## config.mk

```make
export PLATFORM = sky130hd
export DESIGN_NAME = seg7_scan_ctrl
export DESIGN_NICKNAME = d
export VERILOG_FILES = /design/src/rtl/seg7_scan_ctrl.sv
export SDC_FILE = /design/constraint.sdc
export NUM_CORES = 1
export LEC_CHECK = 0
export ABC_CLOCK_PERIOD_IN_PS = 5000
export CAP_MARGIN = 0
export CELL_PAD_IN_SITES_DETAIL_PLACEMENT = 1
export CELL_PAD_IN_SITES_GLOBAL_PLACEMENT = 1
export CORE_MARGIN = 1
export CORE_UTILIZATION = 45
export DETAILED_ROUTE_END_ITERATION = 8
export GPL_TIMING_DRIVEN = 0
export HOLD_SLACK_MARGIN = 0.1
export PLACE_DENSITY = 0.82
export SYNTH_ARGS = -nofsm -noshare
export SYNTH_HDL_FRONTEND = slang
export SYNTH_SLANG_ARGS = --single-unit
```

## constraint.sdc

```tcl
create_clock -name clk -period 5 [get_ports clk]
set_input_delay 1.25 -clock clk [delete_from_list [all_inputs] [get_ports clk]]
set_output_delay 1.25 -clock clk [all_outputs]
set_load 0.01 [all_outputs]
```

## src/rtl/seg7_scan_ctrl.sv

```systemverilog
// Scan controller for an 8-digit common-anode 7-segment display with a double-buffered display word.
// Optional leading-zero suppression when SEG7_LZ_BLANK_EN is defined.
module seg7_scan_ctrl #(
   parameter int SCAN_DIV  = 100000,
   parameter int BLANK_CYC = 16
) (
   input  logic        clk,
   input  logic        rst_n,
   input  logic [31:0] disp_data,
   input  logic [7:0]  disp_dp,
   input  logic        disp_load,
   input  logic [7:0]  dig_en,
   output logic        load_pending,
   output logic [3:0]  nib_out,
   input  logic [7:0]  seg_in,
   output logic [7:0]  seg_out,
   output logic [7:0]  an,
   output logic        frame_tick
);

   localparam int CW = (SCAN_DIV > 2) ? $clog2(SCAN_DIV) : 1;
   localparam logic [CW-1:0] CNT_MAX   = CW'(SCAN_DIV - 1);
   localparam logic [CW-1:0] BLANK_END = CW'(BLANK_CYC);

   logic [CW-1:0] cnt;
   logic [2:0]    idx;
   logic [31:0]   shadow_data;
   logic [7:0]    shadow_dp;
   logic [31:0]   active_data;
   logic [7:0]    active_dp;
   logic          slot_end;
   logic          frame_bnd;
   logic [7:0]    lz_dark;
   logic          dark;
   logic          unused_seg_dp;

   assign slot_end  = (cnt == CNT_MAX);
   assign frame_bnd = slot_end && (idx == 3'd7);

   // The decoder's own dp bit is replaced by the per-digit decimal point.
   assign unused_seg_dp = seg_in[7];

   always_ff @(posedge clk or negedge rst_n) begin
      if (!rst_n) begin
         cnt        <= '0;
         idx        <= 3'd0;
         frame_tick <= 1'b0;
      end else begin
         frame_tick <= frame_bnd;
         if (slot_end) begin
            cnt <= '0;
            idx <= idx + 3'd1;
         end else begin
            cnt <= cnt + 1'b1;
         end
      end
   end

   // A load landing on the boundary cycle still promotes the older shadow word;
   // the new one waits a full frame, so a frame never mixes two words.
   always_ff @(posedge clk or negedge rst_n) begin
      if (!rst_n) begin
         shadow_data  <= '0;
         shadow_dp    <= '0;
         active_data  <= '0;
         active_dp    <= '0;
         load_pending <= 1'b0;
      end else begin
         if (frame_bnd && load_pending) begin
            active_data <= shadow_data;
            active_dp   <= shadow_dp;
         end
         if (disp_load) begin
            shadow_data  <= disp_data;
            shadow_dp    <= disp_dp;
            load_pending <= 1'b1;
         end else if (frame_bnd) begin
            load_pending <= 1'b0;
         end
      end
   end

`ifdef SEG7_LZ_BLANK_EN
   logic nz_above;

   always_comb begin
      lz_dark  = '0;
      nz_above = 1'b0;
      for (int i = 7; i >= 1; i--) begin
         nz_above   = nz_above | (active_data[4*i +: 4] != 4'h0);
         lz_dark[i] = ~nz_above;
      end
   end
`else
   assign lz_dark = '0;
`endif

   assign dark = (cnt < BLANK_END) || !dig_en[idx] || lz_dark[idx];

   // Registered anodes trail idx by a cycle; the blank window hides that lag.
   always_ff @(posedge clk or negedge rst_n) begin
      if (!rst_n) begin
         an <= 8'hFF;
      end else if (dark) begin
         an <= 8'hFF;
      end else begin
         an <= ~(8'h01 << idx);
      end
   end

   assign nib_out = active_data[4*idx +: 4];
   assign seg_out = {~active_dp[idx], seg_in[6:0]};

endmodule

```

# Word level (Yosys, flattened, before mapping)
# Memory sizes are Yosys's and may differ from the RTL's.
# Cells that the tools add are included.
[totals] input_bits=59 word_cells=35 mem_count=1 out_inout_bits=22 romBits=8 regBits=110
[mem_list] memory="(no name shown)" words=8 word_bits=1 read_ports=1 rd_clocked_by_memory_dff=0 write_ports=0 line="98" text="assign dark = (cnt < BLANK_END) || !dig_en[idx] || lz_dark[idx];"
[classes] addsub=2 reduce_logical=6 bitwise_logic=2 n_eq_ne=2 muxes=9 n_shift=2 n_lt_le_gt_ge=2
[ops] op="$shiftx A32 B6 Y4" count=1
[ops] op="$add A17 B1 Y17 const B" count=1
[ops] op="$eq A17 B17 Y1 const B" count=1
[ops] op="$lt A17 B5 Y1 const B" count=1
[ops] op="$mux W17" count=1
[ops] op="$mux W8" count=1
[ops] op="$not A8 Y8" count=1
[ops] op="$shl A1 B3 Y8 const A" count=1
[ops] op="$bmux W1 S3" count=2
[ops] op="$mux W1" count=5
[ops] op="$lt A3 B4 Y1 const B" count=1
[ops] op="$add A3 B1 Y3 const B" count=1
[ops] op="$eq A3 B3 Y1 const B" count=1
[ops] op="$logic_and A1 B1 Y1" count=2
[ops] op="$logic_or A1 B1 Y1" count=2
[ops] op="$reduce_bool A2 Y1" count=1
[ops] op="$logic_not A1 Y1" count=1
[ops] op="$not A1 Y1" count=1

# Longest topological paths before layout
[logic_depth] depth_word=6 ltp_mapped=6 ltp_nobuf=5

# Worst setup path before layout
# Ideal clock, no wire load.
[synth_path] path_kind="reg-to-output" from="register idx[0]" to="output seg_out[7]" t_required_ns=3.750 stages_incl_launch_ff=4 arrival_time_ns=1.534 n_path_buf=1 path_slack_ns=2.216 cell_sequence="dfrtp_1 buf_2 mux4_2 mux2i_1"
[synth_between] elab_chain_cells=3
[synth_rtl] item="start: declaration" line="26" text="logic [2:0] idx;"
[synth_rtl] item="start signal: assignment" line="52" text="idx <= idx + 3'd1;"
[synth_rtl] item="$bmux W1 S3" line="112" text="assign seg_out = {~active_dp[idx], seg_in[6:0]};"
[synth_rtl] item="$mux W1 (not written as such)" line="112"
[synth_rtl] item="$not A1 Y1" line="112"
[synth_rtl] item="end: declaration" line="16" text="output logic [7:0] seg_out,"
# Every way passes these cells. The select of a mux whose other input is x is not followed.

# Final worst setup path
[layout_path] from="register idx[1]" to="output seg_out[7]"
# The elaborated chain is that of the path after synthesis.

==> out/summary.txt <==
status: finished, violations left
failing checks: DRC
Worst-Skew Late Latency: 0.38 ns
1st-iter DRT viols: 64
core area: 10230 µm²
type of the worst setup path: flip-flop to output port
register area: 2763 µm²
Syn Inst Count: 325
placed cell count: 533
worst reg2reg path startpoint: cnt[12]$_DFF_PN0_
Core Rows: 37
GR Util All Layers: 0.1963
Root Buffer: clkbuf_8
Crit. End Element: output port
Fillers: 993
pin count of the biggest net entering global routing: 58
multi-input logic area: 1800 µm²
first-pass GRT wire length: 16260 µm
post-route antenna net violation count: 0
starting density of the core: 0.4613
CP Depth: 4
Die Height: 104.4 µm
Netlist cell types: 37
Lkg Pwr: 2.575 nW
fin crit share: 0.7816
clk slew on worst S/H paths: 0.10 ns
CP Launch Type: flip-flop
Worst Path Required: 3.75 ns
HPWL after detailed placement: 7052 µm
Pwr Density: 270.9 nW/µm²
clk buf depth: 2
routed vias/inst: 5.217
Final Non-Filler Cells: 549
worst-margin pin slew: 0.7384 ns
Post-CTS Setup Bufs: 0
final setup vio count: 0
Max Fclk: 255.9 MHz
peak supply drop: 0.0002118 V
Syn Std Cell Area: 4720 µm²
master of the slowest instance on the critical path: clkbuf_1
CP max stage delay: 0.58 ns
synth-to-layout area growth: 23.12%
Hold Path Depth: 1
die area: 10900 µm²
CP cell instances: clkbuf_1 -> mux4_2 -> mux2i_1 -> clkdlybuf4s50_1
post-route minimum period: 3.908 ns
vias in the first global route: 3104
I/O pins: 81
Worst R2R Path Depth: 5
most common cell after layout, fill and taps aside: dfrtp_1
Num CTS Buffers: 9
initial antenna violation count: 0
Max-cap violations: 0
# diodes: 0
FF-to-FF End: active_data[15]$_DFFE_PN0P_
CTS Hold Buffers Added: 0
RSZ-0062 raised after global routing: no
Wirelength per Cell: 17.61 µm
Slew HR: 0.5078
final hold vios: 0
reg2reg setup slack: 2.66 ns
Final Core Density: 0.5679
first-pass detailed-route iteration total: 6
final wirelength: 9670 µm
H-tree level count: 3
syn_area_per_cell: 14.52 µm²
NumNets Final: 474
Async S/R FF share, synth: 1.000
gp weighted congestion: 0.7934
worst hold path class: flip-flop to flip-flop
PortBufs: 71
final setup skew: 0.01941 ns
min-delay src: active_dp[4]$_DFFE_PN0P_
DRC errors left: 1
number of synthesized flops with an enable pin: 0
post-synthesis sequential area ratio: 0.5854
Worst Hold Path EP: active_dp[4]$_DFFE_PN0P_
Arr. time, crit path: 2.66 ns
Slew Viols, Final: 0
Ys Warns: 0
Crit Path Max Fanout: 10
commonest non-fill, non-tap cells in the layout: dfrtp_1 (102), mux2_2 (76), clkdlybuf4s50_1 (70)
# resized after CTS: 0
ys flop type: dfrtp_1
die width: 104.4 µm
grt ovf: 0
Sink Count: 110
CP top delay family: buffers and inverters
Yosys reg bits: 110
number of buffers and inverters on the critical path: 2
CTS tree: done
syn_nets: 391
vias post-DR: 2864
layout cells sized above 1: 0.3075
==> cell type report <==
class,count,share of cell area
multi-input cells,189,0.3099
clock inverters,3,0.004522
repair buffers,72,0.1266
plain buffers,21,0.02369
well taps,136,0.02929
inverters,5,0.003230
flip-flops and latches,110,0.4755
clock buffers,13,0.02735
==> through the flow <==
| step | power [mW] | setup WS [ns] | cell area [µm²] | TNS, ns | hold slack [ns] |
|---|---|---|---|---|---|
| after global routing | 1.639 | 0.9398 | 5811 | 0 | 0.5175 |
| after CTS | 1.592 | 0.9810 | 5811 | 0 | 0.4998 |
| after global placement | 1.070 | -1.353 | 5600 | -137.72 | 0.4645 |
| after detailed placement | 1.079 | 1.420 | 5625 | 0 | 0.4748 |
| after floorplan | 0.9975 | 2.216 | 4720 | 0 | 0.4506 |
| final | 1.574 | 1.092 | 5811 | 0 | 0.4957 |
==> power by group <==
| group | switching, mW | internal [mW] |
|---|---|---|
| logic | 0.0436 | 0.0751 |
| registers | 0.0178 | 0.922 |
| clock network | 0.301 | 0.214 |
==> kinds of logic after synthesis <==
group | share of synthesized area
mux | 0.2569
compound gates | 0.006628
buf+inv | 0.03314
fa+ha+maj | 0.01856
flops | 0.5854
xor+xnor | 0.02598
simple gates | 0.07344
==> layer usage <==
layer / GRT usage / share of wire / up-vias
li1: - / - / 1304
met3: 0.04386 / 0.037 / 12
met2: 0.3321 / 0.51 / 57
met1: 0.2471 / 0.43 / 1491
met5: 0 / 0 / -
met4: 0.07041 / 0.017 / 0
==> cells in the mapped netlist, types with 6 or more instances <==
library cell    n  area [µm²]
dfrtp_1       102        2552
mux2_2         76       855.8
nand2_1        25       93.84
mux4_2         12       270.3
nor2_1         11       41.29
dfstp_2         8       210.2
xnor2_1         8       70.07
buf_4           7       52.55
ha_1            7       87.58
nand4_1         7       43.79
clkbuf_1        6       22.52
xor2_1          6       52.55
==> worst reg2reg max path: cells and delay by family (launching register included) <==
family	cells	cell delay, ns
AND/OR/NAND/NOR	3	1.22
buffers and inverters	1	0.23
multiplexers	1	0.35
flip-flops	1	0.43
==> sequential cells by signal (all words and copies together), names as in the netlist <==
name	flops
cnt	17
active_dp	8
frame_tick	1
idx	3
shadow_data	32
load_pending	1
active_data	32
shadow_dp	8
an	8
==> worst max path at each step <==
stage	start	to	slack [ns]
after floorplan	idx[0]$_DFFE_PN0N_	seg_out[7]	2.22
after global placement	rst_n	shadow_data[26]$_DFFE_PN0P_	-1.35
after detailed placement	idx[1]$_DFFE_PN0N_	seg_out[7]	1.42
after CTS	idx[1]$_DFFE_PN0N_	seg_out[7]	0.98
after global routing	idx[1]$_DFFE_PN0N_	seg_out[7]	0.94
final	idx[1]$_DFFE_PN0N_	seg_out[7]	1.09
(Power assumes the default switching activity.)
==> patch 1 (same settings) <==
`SCAN_DIV`: 100000 -> 200000.
--- a/src/rtl/seg7_scan_ctrl.sv
+++ b/src/rtl/seg7_scan_ctrl.sv
@@ -3,3 +3,3 @@
 module seg7_scan_ctrl #(
-   parameter int SCAN_DIV  = 100000,
+   parameter int SCAN_DIV  = 200000,
    parameter int BLANK_CYC = 16
Formal check against the unedited RTL: same outputs for any inputs over 10 cycles, from zero or initial values and one cycle with rst_n low; that may be too few to reach the edited logic, so the function may still have changed.
==> patch 1 against the original RTL <==
Setup slack worse by 9.3 ps. Die area up 1.7%. Clock skew about the same. Routed wire length down 1.8%. Area after synthesis up 1.7%. Highest routed layer unchanged. Final area up 2.0%. Total power up 4.6%. Sequential share of layout area down 0.50 points. Sequential cell count up 1. Largest cell class unchanged.
==> patch 1: results (changes against the original RTL) <==
WL met1 4360 um (was 4200 um); Distinct cells, synth 33 (was 37); layout net count 481 (was 474); wire length of the first global-routing pass 16100 um (was 16300 um); number of signal-net inverters in the final layout 6 (was 5); number of multi-input combinational cells in the layout 195 (was 189); average vias per placed instance 5.19 (was 5.22); largest registers active_data x32, shadow_data x32, cnt x18 (was active_data x32, shadow_data x32, cnt x17); DP Worst Slack 1500 ps (was 1420 ps); DRC 0 (was 1); Slew HR 52.3% (was 50.8%); Post-Place Cell Area 5710 um^2 (was 5630 um^2); Clock buf/inv share 3.72% (was 3.19%); total vias in the final route 2883 (was 2864); clock buffers 9 (was 13); largest vdd supply drop 0.000126 V (was 0.000212 V); number of non-clock buffers in the layout 92 (was 93); run status finished, final reports clean (was complete, but fails checks); NonClk Buf Share 14.7% (was 15.0%); compound-gate portion of the synthesized area 0.365% (was 0.663%); critical hold path startpoint active_dp[5] (was active_dp[4]); pin count of the biggest net entering global routing 72 (was 58); met1 Track Usage GR 26.1% (was 24.7%); routed length per instance 17.1 um (was 17.6 um); Reg2Reg Launch Point cnt[0] (was cnt[12]); post-synth top area share 53.7% (was 54.1%); flip-flop and latch share of the layout cell area 47.0% (was 47.5%); Final Hold Slack 503 ps (was 496 ps); First DRT Iteration DRCs 89 (was 64); number of global-route vias before repair 3087 (was 3104); Met2 Wirelength 4700 um (was 4940 um); total area of multi-input combinational cells 1860 um^2 (was 1800 um^2); net count of the mapped netlist 398 (was 391); half-perimeter wire length after detailed placement 6890 um (was 7050 um); proportion of synthesized area in mux cells 25.3% (was 25.7%); fin util 57.4% (was 56.8%); CTS Sinks 111 (was 110); fraction of the cycle the final worst path needs 78.3% (was 78.2%); xor/xnor cell area share of the yosys netlist 2.92% (was 2.60%); overall track demand over capacity in global routing 18.9% (was 19.6%); fill cell instance count of the final layout 1034 (was 993); flop2flop setup slack 2830 ps (was 2660 ps)
patch 1: changes by cell type in the layout (fill, tap and decap cells not counted), sizes merged, moves of 2 or more:
cell	unedited run	this run
clkbuf	19	13
or3	2	0
inv	6	9
nand4	7	5
xor2	6	8
nor4	2	5
nand3	5	11
nor3	5	8
patch 1: power by group through the flow:
stage	Clock (W)	Sequential (W)	Combinational [W]
2_1_floorplan	0	0.000958	0.0000477
3_3_place_gp	0	0.000964	0.000114
3_5_place_dp	0	0.000966	0.000121
4_1_cts	0.000596	0.000949	0.000122
5_1_grt	0.000629	0.000954	0.000130
6_report	0.000579	0.000949	0.000118
patch 1: worst paths after layout:
path,endpoint,cells past startpoint
hold reg to reg,active_dp[5],1
setup / recovery,seg_out[7],4
min in group asynchronous,shadow_data[25],1
hold / removal,active_dp[5],1
setup reg to reg,active_data[16],6
max in group asynchronous,shadow_data[10],2
==> patch 2 (config.mk and constraints unchanged) <==
Made on the original files. The output `frame_tick` loses its register stage (`frame_tick` becomes a continuous assignment).
--- a/src/rtl/seg7_scan_ctrl.sv
+++ b/src/rtl/seg7_scan_ctrl.sv
@@ -46,5 +46,3 @@
          idx        <= 3'd0;
-         frame_tick <= 1'b0;
       end else begin
-         frame_tick <= frame_bnd;
          if (slot_end) begin
@@ -57,2 +55,4 @@
    end
+
+   assign frame_tick = frame_bnd;
 
Behaviour: no difference found for any inputs over 10 cycles, from zero or initial values and one cycle with rst_n low; that may be too few to reach the edited logic, so the function may still have changed.
==> patch 2 against the original RTL <==
Register-to-register slack worse by 50 ps. Sequential cell count is 1 lower. Cell count fell by 0.73%. Final area fell by 0.50%. Setup slack improved by 27 ps. Routed wire length increased by 1.2%. Total power down 1.0%. Area after synthesis decreased by 0.53%. Clock power fell by 2%. Critical path type unchanged. Largest cell class unchanged. Largest power group unchanged. Highest routed layer unchanged.
==> patch 2: results (changes against the original RTL) <==
run status finished, final reports clean (was complete, but fails checks); dominant cells by area after synthesis sky130_fd_sc_hd__dfrtp_1 54%, sky130_fd_sc_hd__mux2_2 18%, sky130_fd_sc_hd__mux4_2 5.8% (was sky130_fd_sc_hd__dfrtp_1 54%, sky130_fd_sc_hd__mux2_2 18%, sky130_fd_sc_hd__mux4_2 5.7%); Min-Delay Path Depth 1 (unchanged); xor/xnor cell area share of the yosys netlist 2.61% (was 2.60%); DP Worst Slack 1500 ps (was 1420 ps); proportion of synthesized area in mux cells 25.8% (was 25.7%); clock-pin slew on the worst setup and hold paths 100 ps (about the same); total vias in the final route 2843 (was 2864); antenna diode count 0 (unchanged); leakage power total 2.55 nW (was 2.57 nW); share of final-layout standard cells stronger than drive strength 1 31.1% (was 30.8%); routed length per instance 18.0 um (was 17.6 um); First DRT Iteration DRCs 74 (was 64); commonest cells in the synthesized netlist 101 x sky130_fd_sc_hd__dfrtp_1, 76 x sky130_fd_sc_hd__mux2_2, 25 x sky130_fd_sc_hd__nand2_1 (was 102 x sky130_fd_sc_hd__dfrtp_1, 76 x sky130_fd_sc_hd__mux2_2, 25 x sky130_fd_sc_hd__nand2_1); share of flip-flops with an asynchronous set or reset 100% (unchanged); internal portion of total power 0.00119 W (was 0.00121 W); hold buffer count at CTS 0 (unchanged); cell at the root of the clock tree sky130_fd_sc_hd__clkbuf_8 (unchanged); Reg2Reg Launch Point cnt[0] (was cnt[12]); pin count of the biggest net entering global routing 75 (was 58); first-pass iteration count of the detailed router 4 (was 6); overall track demand over capacity in global routing 19.6% (about the same); Worst Reg2Reg Path Length in Cells 6 (was 5); Post-CTS Setup Bufs 0 (unchanged); worst reg2reg path endpoint active_data[2] (was active_data[15]); half-perimeter wire length after detailed placement 7120 um (was 7050 um); layout net count 473 (was 474); critical hold path startpoint cnt[0] (was active_dp[4]); Distinct cells, synth 37 (unchanged); number of global-route vias before repair 3113 (was 3104); compound-gate portion of the synthesized area 0.666% (was 0.663%); destination of the worst hold path cnt[0] (was active_dp[4]); top_reg_cell synth sky130_fd_sc_hd__dfrtp_1 (unchanged); H-tree Lvls 3 (unchanged); post-cts gate resize count 0 (unchanged); count of warnings emitted by yosys 0 (unchanged); worst-path fanout max 10 (unchanged); Slew HR 54.3% (was 50.8%); flop2flop setup slack 2610 ps (was 2660 ps); data arrival time at the worst-slack endpoint 2630 ps (was 2660 ps); fraction of the yosys area taken by sequential cells 58.3% (was 58.5%); net count of the mapped netlist 390 (was 391); largest vdd supply drop 0.000161 V (was 0.000212 V); Post-Place Cell Area 5600 um^2 (was 5630 um^2); clk_lat worst skew 380 ps (about the same); Synth Area in Adders 1.87% (was 1.86%); CTS Buf Count 9 (unchanged); wire length of the first global-routing pass 16100 um (was 16300 um); skew final 20.5 ps (was 19.4 ps); number of buffers added on ports 71 (unchanged); class of the tightest hold or removal check register to register (unchanged); most common cell after layout, fill and taps aside sky130_fd_sc_hd__dfrtp_1 (unchanged); row cnt 36 (was 37); antenna violations before repair 0 (unchanged); final RePlAce weighted congestion 0.762 (was 0.793)
patch 2: changes by cell type in the layout (fill, tap and decap cells not counted), sizes merged:
| cell | change |
|---|---|
| dfrtp | -1 |
| clkinvlp | +2 |
| clkbuf | -2 |
patch 2: per-layer routing:
| layer | vias up | GRT usage (%) | part of all wire, % |
|---|---|---|---|
| li1 | 1295 | - | - |
| met1 | 1473 | 25.3 | 44 |
| met2 | 68 | 32.7 | 52 |
| met3 | 7 | 3.51 | 3.0 |
| met4 | 0 | 7.86 | 1.6 |
| met5 | - | 0 | 0 |
patch 2: area by class of cell:
| class | instances | area, um^2 |
|---|---|---|
| plain buffers | 21 | 138 |
| multi-input cells | 189 | 1800 |
| inverters | 5 | 18.8 |
| well taps | 133 | 166 |
| clock inverters | 5 | 43.8 |
| repair buffers | 72 | 736 |
| clock buffers | 11 | 141 |
| flip-flops and latches | 109 | 2740 |
| fillers | 981 | 4170 |
patch 2: cells by family (layout without fill, tap and decap cells):
family,Yosys count,in the layout
simple gates,67,67
compound gates,5,5
mux,96,96
buf+inv,26,114
fa+ha+maj,7,7
flops,109,109
xor+xnor,14,14
patch 2: worst max-delay path by stage:
stage                         endpoint  depth (start not counted)    from  slack, ps
after global routing        seg_out[7]                          4  idx[0]        970
after detailed placement    seg_out[7]                          4  idx[1]       1500
final                       seg_out[7]                          4  idx[0]       1120
after CTS                   seg_out[7]                          4  idx[1]       1070
after global placement    shadow_dp[0]                          1   rst_n      -1350
after floorplan             seg_out[7]                          3  idx[0]       2220
patch 2: power groups by stage:
stage | Combinational, W | Sequential [W] | Clock, W
floorplan | 0.0000476 | 0.000942 | 0
global placement | 0.000114 | 0.000947 | 0
detailed placement | 0.000121 | 0.000949 | 0
CTS | 0.000122 | 0.000932 | 0.000523
global route | 0.000130 | 0.000936 | 0.000553
finish | 0.000119 | 0.000931 | 0.000508
patch 2: metrics by stage:
| stage | total power (W) | setup TNS, ps | cells | util, % | hold slack [ps] |
|---|---|---|---|---|---|
| after floorplan | 0.000989 | 0 | 324 | - | 451 |
| after global placement | 0.00106 | -135810 | 528 | 56.0 | 469 |
| after detailed placement | 0.00107 | 0 | 529 | 56.2 | 481 |
| after CTS | 0.00158 | 0 | 545 | 58.1 | 499 |
| after global routing | 0.00162 | 0 | 545 | 58.1 | 517 |
| final | 0.00156 | 0 | 545 | 58.1 | 495 |
patch 2: worst max-delay path, cell delays in order, from the launching register on:
cell and delay (ps):
sky130_fd_sc_hd__dfrtp_1 540, sky130_fd_sc_hd__buf_2 420, sky130_fd_sc_hd__mux4_2 570, sky130_fd_sc_hd__mux2i_1 170, sky130_fd_sc_hd__clkdlybuf4s50_1 570
